<file path="src/rtl/mem_bus_arbiter.sv">
// Arbitrates the single external memory port between instruction fetch and execute.
// Exec normally wins; a streak limit guarantees fetch progress. Stalled transfers time out.
module mem_bus_arbiter #(
    parameter int ADDR_W     = 16,
    parameter int DATA_W     = 8,
    parameter int TIMEOUT    = 15,
    parameter int MAX_STREAK = 4
) (
    input  logic              clock,
    input  logic              reset,
    input  logic              fetch_req,
    input  logic [ADDR_W-1:0] fetch_addr,
    output logic              fetch_done,
    input  logic              exec_req,
    input  logic              exec_we,
    input  logic [ADDR_W-1:0] exec_addr,
    input  logic [DATA_W-1:0] exec_wdata,
    output logic              exec_done,
    output logic [DATA_W-1:0] rdata,
    output logic              bus_err,
    output logic              mem_req,
    output logic              mem_we,
    output logic [ADDR_W-1:0] mem_addr,
    output logic [DATA_W-1:0] mem_wdata,
    input  logic [DATA_W-1:0] mem_rdata,
    input  logic              mem_ack
);

    localparam int CNT_W = $clog2(TIMEOUT + 1);
    localparam int STK_W = $clog2(MAX_STREAK + 1);
    localparam logic [CNT_W-1:0] CNT_LAST = CNT_W'(TIMEOUT - 1);
    localparam logic [STK_W-1:0] STK_MAX  = STK_W'(MAX_STREAK);

    typedef enum logic [1:0] {IDLE, BUSY_F, BUSY_E} state_t;

    state_t            state_reg, state_next;
    logic [CNT_W-1:0]  cnt_reg, cnt_next;
    logic [STK_W-1:0]  streak_reg, streak_next;
    logic              mem_req_reg, mem_req_next;
    logic              mem_we_reg, mem_we_next;
    logic [ADDR_W-1:0] mem_addr_reg, mem_addr_next;
    logic [DATA_W-1:0] mem_wdata_reg, mem_wdata_next;
    logic [DATA_W-1:0] rdata_reg, rdata_next;
    logic              bus_err_reg, bus_err_next;
    logic              fetch_done_reg, fetch_done_next;
    logic              exec_done_reg, exec_done_next;
    logic              finish;

    always_ff @(posedge clock) begin
        if (reset) begin
            state_reg      <= IDLE;
            cnt_reg        <= '0;
            streak_reg     <= '0;
            mem_req_reg    <= 1'b0;
            mem_we_reg     <= 1'b0;
            mem_addr_reg   <= '0;
            mem_wdata_reg  <= '0;
            rdata_reg      <= '0;
            bus_err_reg    <= 1'b0;
            fetch_done_reg <= 1'b0;
            exec_done_reg  <= 1'b0;
        end else begin
            state_reg      <= state_next;
            cnt_reg        <= cnt_next;
            streak_reg     <= streak_next;
            mem_req_reg    <= mem_req_next;
            mem_we_reg     <= mem_we_next;
            mem_addr_reg   <= mem_addr_next;
            mem_wdata_reg  <= mem_wdata_next;
            rdata_reg      <= rdata_next;
            bus_err_reg    <= bus_err_next;
            fetch_done_reg <= fetch_done_next;
            exec_done_reg  <= exec_done_next;
        end
    end

    always_comb begin
        state_next      = state_reg;
        cnt_next        = cnt_reg;
        streak_next     = streak_reg;
        mem_req_next    = mem_req_reg;
        mem_we_next     = mem_we_reg;
        mem_addr_next   = mem_addr_reg;
        mem_wdata_next  = mem_wdata_reg;
        rdata_next      = rdata_reg;
        bus_err_next    = bus_err_reg;
        fetch_done_next = 1'b0;
        exec_done_next  = 1'b0;
        finish          = 1'b0;

        case (state_reg)
            IDLE: begin
                mem_req_next = 1'b0;
                cnt_next     = '0;
                if (exec_req && !(fetch_req && streak_reg == STK_MAX)) begin
                    mem_req_next   = 1'b1;
                    mem_we_next    = exec_we;
                    mem_addr_next  = exec_addr;
                    mem_wdata_next = exec_wdata;
                    if (!fetch_req)
                        streak_next = '0;
                    else if (streak_reg != STK_MAX)
                        streak_next = streak_reg + 1'b1;
                    state_next = BUSY_E;
                end else if (fetch_req) begin
                    mem_req_next  = 1'b1;
                    mem_we_next   = 1'b0;
                    mem_addr_next = fetch_addr;
                    streak_next   = '0;
                    state_next    = BUSY_F;
                end
            end
            BUSY_F, BUSY_E: begin
                // An ack in the timeout cycle wins: it is checked first.
                if (mem_ack) begin
                    finish       = 1'b1;
                    bus_err_next = 1'b0;
                    if (!mem_we_reg)
                        rdata_next = mem_rdata;
                end else if (cnt_reg == CNT_LAST) begin
                    finish       = 1'b1;
                    bus_err_next = 1'b1;
                    if (!mem_we_reg)
                        rdata_next = '1;
                end else begin
                    cnt_next = cnt_reg + 1'b1;
                end
                if (finish) begin
                    mem_req_next    = 1'b0;
                    cnt_next        = '0;
                    fetch_done_next = (state_reg == BUSY_F);
                    exec_done_next  = (state_reg == BUSY_E);
                    state_next      = IDLE;
                end
            end
            default: begin
                mem_req_next = 1'b0;
                state_next   = IDLE;
            end
        endcase
    end

    assign mem_req    = mem_req_reg;
    assign mem_we     = mem_we_reg;
    assign mem_addr   = mem_addr_reg;
    assign mem_wdata  = mem_wdata_reg;
    assign rdata      = rdata_reg;
    assign bus_err    = bus_err_reg;
    assign fetch_done = fetch_done_reg;
    assign exec_done  = exec_done_reg;

endmodule
</file>
<file path="config.mk">
export PLATFORM = sky130hd
export DESIGN_NAME = mem_bus_arbiter
export DESIGN_NICKNAME = d
export VERILOG_FILES = /design/src/rtl/mem_bus_arbiter.sv
export SDC_FILE = /design/constraint.sdc
export NUM_CORES = 1
export LEC_CHECK = 0
export ABC_AREA = 1
export CORE_MARGIN = 2
export CORE_UTILIZATION = 41
export DETAILED_ROUTE_END_ITERATION = 8
export PLACE_DENSITY = 0.76
export SYNTH_ARGS = -nofsm -noshare
export SYNTH_HDL_FRONTEND = slang
export SYNTH_SLANG_ARGS = --single-unit
</file>
<file path="constraint.sdc">
create_clock -name clock -period 2.25 [get_ports clock]
set_input_delay 0.3375 -clock clock [delete_from_list [all_inputs] [get_ports clock]]
set_output_delay 0.3375 -clock clock [all_outputs]
set_load 0.1 [all_outputs]
</file>
==> results of run 1 <==
==> final timing paths <==
kind | startpoint | end | slack, ps
worst max-delay path | state_reg[0]$_SDFFE_PP0P_ | state_reg[1]$_SDFFE_PP0P_ | 470
worst min-delay path | rdata[3]$_SDFFE_PP0P_ | rdata[3]$_SDFFE_PP0P_ | 450
worst max register to register | state_reg[0]$_SDFFE_PP0P_ | state_reg[1]$_SDFFE_PP0P_ | 470
worst min register to register | rdata[3]$_SDFFE_PP0P_ | rdata[3]$_SDFFE_PP0P_ | 450
==> cell type report <==
class                      count  area [µm²]  share of cell area
tap                           70        87.6              0.0277
clock inverter                 3        68.8              0.0218
clock buffer                   5        68.8              0.0218
multi-input combinational    211         990               0.313
sequential                    46         921               0.291
inverter                      53         201              0.0637
timing repair buffer          92         823               0.260
==> power breakdown <==
part           internal (mW)  switching (mW)  leakage [nW]
registers              0.893          0.0425         0.379
logic                  0.265           0.755          1.12
clock network          0.445           0.286        0.0683
==> stage by stage <==
step / hold slack, ps / std cells
floorplan: 456 / 323
global placement: 437 / 472
detailed placement: 441 / 472
CTS: 455 / 480
global route: 478 / 480
finish: 453 / 480
==> critical path, stage by stage, from the launching register on <==
cell     delay, ps
dfxtp_1        370
inv_1           70
ha_1           530
nand3_1        360
nand2_1        180
nand2_1         70
a21oi_1        130
==> routing by layer <==
layer,part of all wire,global-route usage
met4,0.019,0.0750
met3,0.042,0.0407
met5,0,0
met1,0.45,0.220
met2,0.49,0.306
==> kinds of logic (layout without fill, tap and decap cells) <==
| logic type | Yosys count | count (layout) | synth area share |
|---|---|---|---|
| DFF | 46 | 46 | 0.417 |
| buffers and inverters | 66 | 153 | 0.134 |
| adders and majority gates | 7 | 7 | 0.0397 |
| AOI/OAI and AO/OA | 32 | 32 | 0.0777 |
| and+or+nand+nor | 171 | 171 | 0.327 |
| xor gates and xnor gates | 1 | 1 | 0.00397 |
==> synthesized netlist by cell type (all sizes together) <==
cell type,number
inv,52
dfxtp,46
nand4,10
nand3,26
ha,7
a21oi,18
clkbuf,4
clkinv,1
xor2,1
buf,9
nor2,56
nor3b,2
o21ai,14
nand2,77
==> placed cells by master, fill, tap and decap left out <==
cell,synthesis,final
a21oi_1,17,17
a21oi_2,1,1
buf_4,2,39
bufinv_16,0,2
clkbuf_8,0,5
clkdlybuf4s50_1,0,53
clkinv_1,1,1
clkinv_4,0,1
dfxtp_1,46,46
ha_1,7,7
inv_1,50,50
inv_2,1,1
inv_4,1,1
nand2_1,76,76
nand2_2,1,1
nand3_1,24,24
nand3_2,2,2
nand4_1,10,10
nor2_1,55,55
nor2_2,1,1
nor3b_1,2,2
o21ai_0,12,12
o21ai_2,2,2
xor2_1,1,1
==> metrics, run 1 <==
CP Capture Type=register; worst-case clock buffer depth=2; Worst Path Arrival=a little over 2000 ps; Max Fanout on Critical Path=14; Post-Route WL=5140 µm; Critical Path RT=2480 ps; Worst-Skew Late Latency=300 ps; Setup CP Type=reg -> reg; Post-Syn Area=0.00221 mm²; Nets=470; Cells after Synth=323; MaxCap Viol Count=0; total of cells resized after clock tree synthesis=0; Synth Register Bits=46; peak supply drop=505 µV; f_max=~560 MHz; Final Max Slew Viols=0; Leak Pwr=1.57 nW; Least-Margin Pin Slew=545 ps; r2r worst-path depth=6; die width=approximately 77 µm; gpl congestion=0.807; Synth area leader=dfxtp_1; Rows=26; TritonCTS Sinks=46; DRC=0; Worst Skew=5.60 ps; CTS Hold Bufs=0; Initial Utilization=0.429; power per cell area=850 mW/mm²; DP Worst Slack=341 ps; die footprint=0.00598 mm²; Placed Area=~0.0030 mm²; total congestion overflow=0; outcome=completed; Max-slew headroom=0.636; Final Worst Setup Slack=466 ps; Vias/cell=4.50; Final min period=~1800 ps; fin crit share=0.793; Clock Root Buffer=clkbuf_8; filler instances=roughly 500; max FFs per register=16; post-synthesis sequential area ratio=0.417; Setup-failing EPs final=0; synthesized net count=384; Layout Area Growth over Synthesis=43.3%; DRT Pass-1 Iters=5; post-synthesis cell type count=24; Tot GR Track Use=0.180; total negative slack=0 ps; wire length per cell=10.7 µm; initial antenna violation count=0; Setup crit start kind=register; area of the core=0.00514 mm²; PortBufs=90; Antenna Nets Post-Route=0; # diodes=0; top cell type's share of synthesized area=0.417; clk slew on worst S/H paths=90 ps; final hold vios=0; CTS H-tree depth=2; vias in the first global route=1970; Hold WC Path Type=reg -> reg; total power=approximately 2.7 mW; Avg Cell Area, Syn=around 6.8 µm²; TritonCTS clock tree=built; Post-Route Utilization=0.615; largest net degree at the start of global routing=38; Yosys warning total=0; Die Height=77.4 µm; iteration-0 DRC count of the detailed router=94; io pins=91; cell area after layout=0.00316 mm²; DR vias=2162; Post-DP HPWL=roughly 3800 µm; number of buffers created by CTS=5; hold depth=2; ranking of synthesized cells by area=dfxtp_1, nand2_1, nor2_1; unrepaired setup endpoints after global routing=no; first-pass GRT wire length=about 9000 µm; share of layout cells above drive strength 1=0.137; setup repair bufs after CTS=0
Note: power is estimated with default switching activity, not from simulation.
==> run 2: changes to the inputs <==
--- a/config.mk
+++ b/config.mk
@@ -7,7 +7,7 @@
 export LEC_CHECK = 0
 export ABC_AREA = 1
 export CORE_MARGIN = 2
-export CORE_UTILIZATION = 41
+export CORE_UTILIZATION = 39
 export DETAILED_ROUTE_END_ITERATION = 8
 export PLACE_DENSITY = 0.76
 export SYNTH_ARGS = -nofsm -noshare
==> constraint.sdc (replaced) <==
create_clock -name clock -period 1.5 [get_ports clock]
set_input_delay 0.225 -clock clock [delete_from_list [all_inputs] [get_ports clock]]
set_output_delay 0.225 -clock clock [all_outputs]
set_load 0.1 [all_outputs]
==> run 2 against run 1 <==
  * Via count grew 7.0%
  * Final cell count increased by 2.5%
  * Count of clock-buffer cells in the layout increased by 1
  * Non-clock buffer count rose by 10
  * Flip-flop and latch count did not move
  * Global-route usage grew 1.1 points
  * Sequential share of layout area shrank 4.4 points
  * Utilization rose by 6.8 points
  * Routed wire length rose by 12%
  * Clock skew is 4.2 ps higher
  * Maximum frequency is 27% higher
  * Largest cell class is now buffers
==> metrics, run 2 (same netlist as run 1, synthesis figures left out) <==
gpl congestion=0.794; power per cell area=between 1000 and 1500 mW/mm²; commonest non-fill, non-tap cell in the layout=nand2_1; Antenna Nets Post-Route=0; vias in the first global route=~2200; max FFs per register=16; Initial Utilization=0.403; Worst Min Path Start=exec_we; peak supply drop=660 µV; CTS H-tree depth=2; number of buffers created by CTS=5; CTS Hold Bufs=0; Int Power=2.43 mW; MaxCap Viol Count=0; clock network power share=0.192; fin cells=between 400 and 500; iteration-0 DRC count of the detailed router=103; Hold WC Path Type=in -> reg; DRC=0; die width=79.2 µm; Max-slew headroom=0.756; die footprint=0.00627 mm²; final hold vios=0; # diodes=0; PortBufs=90; DRT Pass-1 Iters=4; slowest CP cell=dfxtp_2; largest net degree at the start of global routing=38; outcome=completed; first-pass GRT wire length=9580 µm; io pins=91; cell area after layout=0.00374 mm²; total negative slack=0 ps; Critical Path RT=1740 ps; critical path launch point=streak_reg[0]$_SDFFE_PP0P_; Detail Route met3 WL=274 µm; TritonCTS Sinks=46; DR vias=2314; highest metal used=met4; initial antenna violation count=0; area of the core=0.00547 mm²; Setup-failing EPs final=0; Final Max Slew Viols=0; Clock Root Buffer=clkbuf_8; Die Height=79.2 µm; most frequent cells in the layout=nand2_1, nor2_1, clkdlybuf4s50_1; f_max=around 700 MHz; sequential power share=0.353; wire length per cell=11.7 µm; Rows=27; total congestion overflow=0; Setup CP Type=reg -> reg; Switching Fraction=0.414; Gate power share=0.455; share of layout cells above drive strength 1=0.179; max incr delay on CP=around 340 ps; Tot GR Track Use=0.191; Least-Margin Pin Slew=approximately 370 ps; WHS=472 ps; Leak Pwr=between 1.5 and 2 nW; Switch Pwr=roughly 1.7 mW; Setup crit start kind=register; launching point of the worst reg2reg path=streak_reg[0]$_SDFFE_PP0P_; Post-DP HPWL=4210 µm; Nets=480; Final min period=around 1400 ps; CP cell instances=inv_1 > ha_1 > nand3_2 > nand2_2 > buf_4 > nor2_4 > o21ai_0 > nor2_1; Layout Area Growth over Synthesis=69.4%; clk slew on worst S/H paths=90 ps; Post-Route Utilization=0.683; Placed Instances=484; TritonCTS clock tree=built; Vias/cell=4.70; fin crit share=0.936; CP Capture Type=register; Max Fanout on Critical Path=8; Worst-Skew Late Latency=just over 300 ps; Post-Route WL=5760 µm; Worst Path Arrival=about 1600 ps; Worst Skew=just under 10 ps; met1 WL=2310 µm; Placed Area=0.00359 mm²; met2 wire len=3040 µm; worst-case clock buffer depth=2
-- run 2: cell types whose count changed in the layout (fill, tap and decap cells not counted), sizes merged --
cell      change
buf          +10
bufinv        -2
clkbuf        +1
clkinvlp      +1
-- run 2: power by group through the flow --
stage | combinational, mW | clock (mW) | sequential, mW
floorplan | 0.408 | 0 | 2.19
global placement | 1.84 | 0 | 1.48
detailed placement | 1.86 | 0 | 1.49
CTS | 1.87 | 0.814 | 1.46
global route | 2.00 | 0.867 | 1.48
finish | 1.89 | 0.796 | 1.46
-- run 2: layout make-up --
class,count,area [µm²]
clock buffer,6,82.6
clock inverter,2,12.5
fill,475,1740
inverter,53,206
multi-input combinational,211,1030
sequential,46,925
tap,72,90.1
timing repair buffer,102,1390
-- run 2: routing by layer --
metal	up-vias	GRT usage
met5	-	0
met3	12	0.0523
met1	1065	0.208
met2	49	0.352
met4	0	0.0707
li1	1188	-
-- run 2: worst paths after layout --
path / to / slack (ps) / depth (start not counted)
max: mem_wdata[6]$_SDFFE_PP0P_ / 100 / 8
min: mem_we$_SDFFE_PP0P_ / 470 / 3
max reg2reg: mem_wdata[6]$_SDFFE_PP0P_ / 100 / 8
min reg2reg: rdata[6]$_SDFFE_PP0P_ / 490 / 2
-- run 2: worst max-delay path: cells and delay by family (launching register included) --
kind / cells / cell delay [ps]
adder cells (fa/ha/maj): 1 / 220
buffers and inverters: 2 / 240
AO/OA/AOI/OAI: 1 / 100
flip-flops: 1 / 340
AND/OR/NAND/NOR: 4 / 450
-- run 2: stage by stage --
step                setup WS (ps)  power [mW]
finish                       96.4        4.15
global placement             -183        3.32
global route                -2.78        4.34
floorplan                    44.2        2.60
detailed placement           -249        3.35
CTS                          11.6        4.15
-- run 2: timing repair --
action | CTS | global route
gates cloned | 0 | 0
setup endpoints to repair | 12 | 22
pin swaps | 0 | 2
gates resized for setup | 3 | 11
setup buffers | 0 | 0
